===== src/rtl/kianv_mem_arbiter.sv =====
// N-port arbiter that merges kianv native memory masters onto one shared memory port.
// Optional bus watchdog enabled by defining KIANV_ARB_TIMEOUT_EN.
module kianv_mem_arbiter #(
  parameter int unsigned NUM_PORTS      = 2,
  parameter int unsigned ADDR_WIDTH     = 32,
  parameter int unsigned DATA_WIDTH     = 32,
  parameter int unsigned PRIO_MODE      = 0,
  parameter int unsigned TIMEOUT_CYCLES = 1024,
  localparam int unsigned SW = DATA_WIDTH / 8,
  localparam int unsigned GW = (NUM_PORTS > 1) ? $clog2(NUM_PORTS) : 1
) (
  input  logic                            clk,
  input  logic                            resetn,
  input  logic [NUM_PORTS-1:0]            s_mem_valid,
  output logic [NUM_PORTS-1:0]            s_mem_ready,
  input  logic [NUM_PORTS*SW-1:0]         s_mem_wstrb,
  input  logic [NUM_PORTS*ADDR_WIDTH-1:0] s_mem_addr,
  input  logic [NUM_PORTS*DATA_WIDTH-1:0] s_mem_wdata,
  output logic [NUM_PORTS*DATA_WIDTH-1:0] s_mem_rdata,
  output logic                            mem_valid,
  input  logic                            mem_ready,
  output logic [SW-1:0]                   mem_wstrb,
  output logic [ADDR_WIDTH-1:0]           mem_addr,
  output logic [DATA_WIDTH-1:0]           mem_wdata,
  input  logic [DATA_WIDTH-1:0]           mem_rdata,
  output logic [GW-1:0]                   grant_id,
  output logic                            bus_err
);

  typedef enum logic [0:0] {StIdle, StBusy} state_e;

  state_e        state_q, state_d;
  logic [GW-1:0] grant_q, grant_d;
  logic [GW-1:0] rr_q, rr_d;
  logic [GW-1:0] winner, lo_any, lo_rr;
  logic          found_rr;
  logic          expire;
  logic          done;

`ifdef KIANV_ARB_TIMEOUT_EN
  localparam int unsigned WdW = $clog2(TIMEOUT_CYCLES + 1);
  logic [WdW-1:0] wd_q;

  assign expire  = (state_q == StBusy) && !mem_ready && (wd_q == WdW'(TIMEOUT_CYCLES - 1));
  assign bus_err = expire;

  // Holding at zero while idle gives a cleared count on every BUSY entry.
  always_ff @(posedge clk) begin
    if (!resetn || (state_q == StIdle)) begin
      wd_q <= '0;
    end else if (!mem_ready) begin
      wd_q <= wd_q + 1'b1;
    end
  end
`else
  logic unused_timeout;
  assign unused_timeout = ^TIMEOUT_CYCLES;
  assign expire         = 1'b0;
  assign bus_err        = 1'b0;
`endif

  assign done      = (state_q == StBusy) && (mem_ready || expire);
  assign mem_valid = (state_q == StBusy);
  assign grant_id  = grant_q;

  // lo_rr: lowest requester at or above rr_q; lo_any: lowest requester overall (wrap case).
  always_comb begin
    lo_any   = '0;
    lo_rr    = '0;
    found_rr = 1'b0;
    for (int i = int'(NUM_PORTS) - 1; i >= 0; i--) begin
      if (s_mem_valid[i]) begin
        lo_any = GW'(i);
        if (i >= int'(rr_q)) begin
          lo_rr    = GW'(i);
          found_rr = 1'b1;
        end
      end
    end
    if (PRIO_MODE != 0) begin
      winner = lo_any;
    end else begin
      winner = found_rr ? lo_rr : lo_any;
    end
  end

  always_comb begin
    mem_addr  = s_mem_addr[ADDR_WIDTH-1:0];
    mem_wdata = s_mem_wdata[DATA_WIDTH-1:0];
    mem_wstrb = s_mem_wstrb[SW-1:0];
    for (int i = 1; i < NUM_PORTS; i++) begin
      if (grant_q == GW'(i)) begin
        mem_addr  = s_mem_addr[i*ADDR_WIDTH +: ADDR_WIDTH];
        mem_wdata = s_mem_wdata[i*DATA_WIDTH +: DATA_WIDTH];
        mem_wstrb = s_mem_wstrb[i*SW +: SW];
      end
    end
  end

  always_comb begin
    s_mem_ready = '0;
    s_mem_rdata = {NUM_PORTS{mem_rdata}};
    for (int i = 0; i < NUM_PORTS; i++) begin
      if (done && (grant_q == GW'(i))) begin
        s_mem_ready[i] = 1'b1;
        if (expire) begin
          s_mem_rdata[i*DATA_WIDTH +: DATA_WIDTH] = '0;
        end
      end
    end
  end

  always_comb begin
    state_d = state_q;
    grant_d = grant_q;
    rr_d    = rr_q;
    case (state_q)
      StIdle: begin
        if (|s_mem_valid) begin
          grant_d = winner;
          state_d = StBusy;
        end
      end
      StBusy: begin
        if (done) begin
          state_d = StIdle;
          rr_d    = (grant_q == GW'(NUM_PORTS - 1)) ? '0 : grant_q + 1'b1;
        end
      end
      default: state_d = StIdle;
    endcase
  end

  always_ff @(posedge clk) begin
    if (!resetn) begin
      state_q <= StIdle;
      grant_q <= '0;
      rr_q    <= '0;
    end else begin
      state_q <= state_d;
      grant_q <= grant_d;
      rr_q    <= rr_d;
    end
  end

endmodule


===== config.mk =====
export PLATFORM = sky130hd
export DESIGN_NAME = kianv_mem_arbiter
export DESIGN_NICKNAME = d
export VERILOG_FILES = /design/src/rtl/kianv_mem_arbiter.sv
export SDC_FILE = /design/constraint.sdc
export NUM_CORES = 1
export LEC_CHECK = 0
export CORE_AREA = 2 2 120 122
export DETAILED_ROUTE_END_ITERATION = 10
export DIE_AREA = 0 0 122 124
export PLACE_DENSITY = 0.64
export SETUP_SLACK_MARGIN = 0.2
export SYNTH_ARGS = -nofsm -noshare
export SYNTH_HDL_FRONTEND = slang
export SYNTH_SLANG_ARGS = --single-unit

===== constraint.sdc =====
create_clock -name clk -period 1.2 [get_ports clk]
set_input_delay 0.3 -clock clk [delete_from_list [all_inputs] [get_ports clk]]
set_output_delay 0.3 -clock clk [all_outputs]
set_load 0.01 [all_outputs]

==> run metrics <==
CP delay by family, top=buffers and inverters; first-pass GRT wire length=9.57 mm; failing checks=setup timing; Slew Viols, Final=0; final setup vio count=72; dpl ws=-670 ps; routed wire length=7.18 mm; drt first pass iters=3; critical path arrival=1420 ps; Layout Utilization=0.304; die area=15100 µm²; Syn Nets=329; kind of critical path=flop to output port; Post-Synthesis Cell Area=1800 µm²; # IOs=310; Lkg Pwr=1.81 nW; hold_buf cts=0; wire per inst=14.1 µm; register area share after synthesis=0.0334; crit path max fanout=6; Gate Count Post-Synth=156; Die Width=122 µm; total power=2.39 mW; CORE AREA=13700 µm²; Warnings, synthesis=0; Post-Place Cells=481; Hold Violations, Final=0; unrepaired setup endpoints after global routing=true; pwr/cell area=572 nW/µm²; initial antenna violation count=0; Req. time, crit path=900 ps; diode count=0; max frequency=0.582 GHz; Yosys reg bits=3; maximum number of pins on one net before global-route repair=14; CTS tree=built; worst vdd ir=0.314 mV; vias per cell=3.39; DR iter-0 viols=18; antenna-violating nets left=0; Final Skew=0.530 ps; Non-Filler Instances=510; CTS clk-pin slew, worst paths=30 ps; Worst Hold Class=input port to flop; slowest cell on the critical path=dfxtp_4; Final period util=1.43; vias in the first global route=1767; average size of a mapped cell=11.5 µm²; Final #Nets=504; crit path buf inv count=4; Initial Util=0.131; Cell Rows=43; cts bufs inserted=3; latest clock arrival within the worst-skew pair=220 ps; fin crit period=1720 ps; # Max-Cap Violations=0; Die H=124 µm; outcome=finished, violations left; CTS Buffer Depth=2; clock sinks=3; DRC Markers=0; worst-path cell chain=buf_12 > buf_16 > buf_8 > mux2_4 > buf_6; crit path launch type=flop; worst hold-check slack=417 ps; filler cell count=1364; GR Util All Layers=0.0812; Final Wtd Congestion=0.689; Yosys cell types=16; clock root buffer=clkbuf_16; via count=1730; final critical-path setup slack=-518 ps; CTS H-Tree Depth=1; Port Buffers=212; area delta synth->final=132%; Final HPWL DP=5.71 mm; share of layout cells above drive strength 1=0.545; Congestion Overflow GR=0; Crit. End Element=output port; Worst path max stage delay=350 ps
[cells in the mapped netlist (all sizes together)]
master  number  area, µm²
buf         73        639
mux2        68       1020
dfxtp        3       60.1
inv          2       7.51
a21boi       1       7.51
a21oi        1       8.76
and3         1       6.26
and3b        1       8.76
conb         1       3.75
nand2        1       3.75
nor2b        1       6.26
o211ai       1       7.51
o21ai        1       5.00
o311a        1       10.0
[layout make-up]
class	count	area (µm²)	share of cell area
clock buffer	4	78.8	0.0189
inverter	2	7.51	0.00180
multi-input combinational	78	1090	0.262
sequential	3	65.1	0.0156
tap	180	225	0.0540
timing repair buffer	243	2700	0.647
[final timing paths]
path | start | to | slack (ps) | depth (start not counted)
setup / recovery | grant_id$_SDFFE_PN0P_ | mem_addr[15] | -520 | 5
hold / removal | s_mem_valid[0] | mem_valid$_SDFF_PN0_ | 420 | 2
setup reg to reg | grant_id$_SDFFE_PN0P_ | rr_q$_SDFFE_PN0P_ | -50 | 6
hold reg to reg | rr_q$_SDFFE_PN0P_ | rr_q$_SDFFE_PN0P_ | 530 | 2
[kinds of logic after synthesis]
group                  count (synthesis)  share of synthesized area
muxes                                 68                      0.569
AOI/OAI and AO/OA                      5                     0.0216
other                                  1                    0.00209
buffers and inverters                 75                      0.360
DFF                                    3                     0.0335
and+or+nand+nor                        4                     0.0139
[power by group]
group	switching [mW]	internal, mW
clock network	0.0872	0.438
registers	0.00798	0.108
logic	0.499	1.25
total	0.594	1.79
[layer usage]
layer	GRT usage	up-vias	wire length [µm]
li1	-	819	-
met1	0.0801	804	2280
met2	0.157	97	4000
met3	0.0302	10	824
met4	0.0251	0	80
met5	0	-	0
[per-stage QoR]
step	cell area (µm²)	setup TNS, ps
after floorplan	1810	-3490
after global placement	3580	-40910
after detailed placement	3580	-41070
after CTS	4130	-31300
after global routing	4170	-33860
final	4170	-31250
[cells in the final DEF (no fill, tap or decap), drive strengths merged]
cell,instances
o311a,1
nand2,1
a21boi,1
and3b,1
o21ai,1
conb,1
nor2b,1
mux2,68
dlymetal6s2s,1
dfxtp,3
clkbuf,5
o211ai,1
a21oi,1
clkdlybuf4s50,139
buf,102
inv,2
and3,1
[state kept, by name, summed over array words and instances, names as in the netlist]
| name | count |
|---|---|
| grant_id | 1 |
| mem_valid | 1 |
| rr_q | 1 |
[worst reg2reg max path, delay by kind of cell (launching register included)]
family,cells,cell delay (ps)
buf+inv,3,400
compound gates,1,90
simple gates,2,290
flops,1,360
[repair_timing]
item,CTS,global route
endpoints found under the setup margin,74,74
pin swaps,1,2
gates cloned,5,0
setup buffers,18,2
endpoints found under the hold margin,0,0
resized for setup,378,3
(Power assumes the default switching activity.)
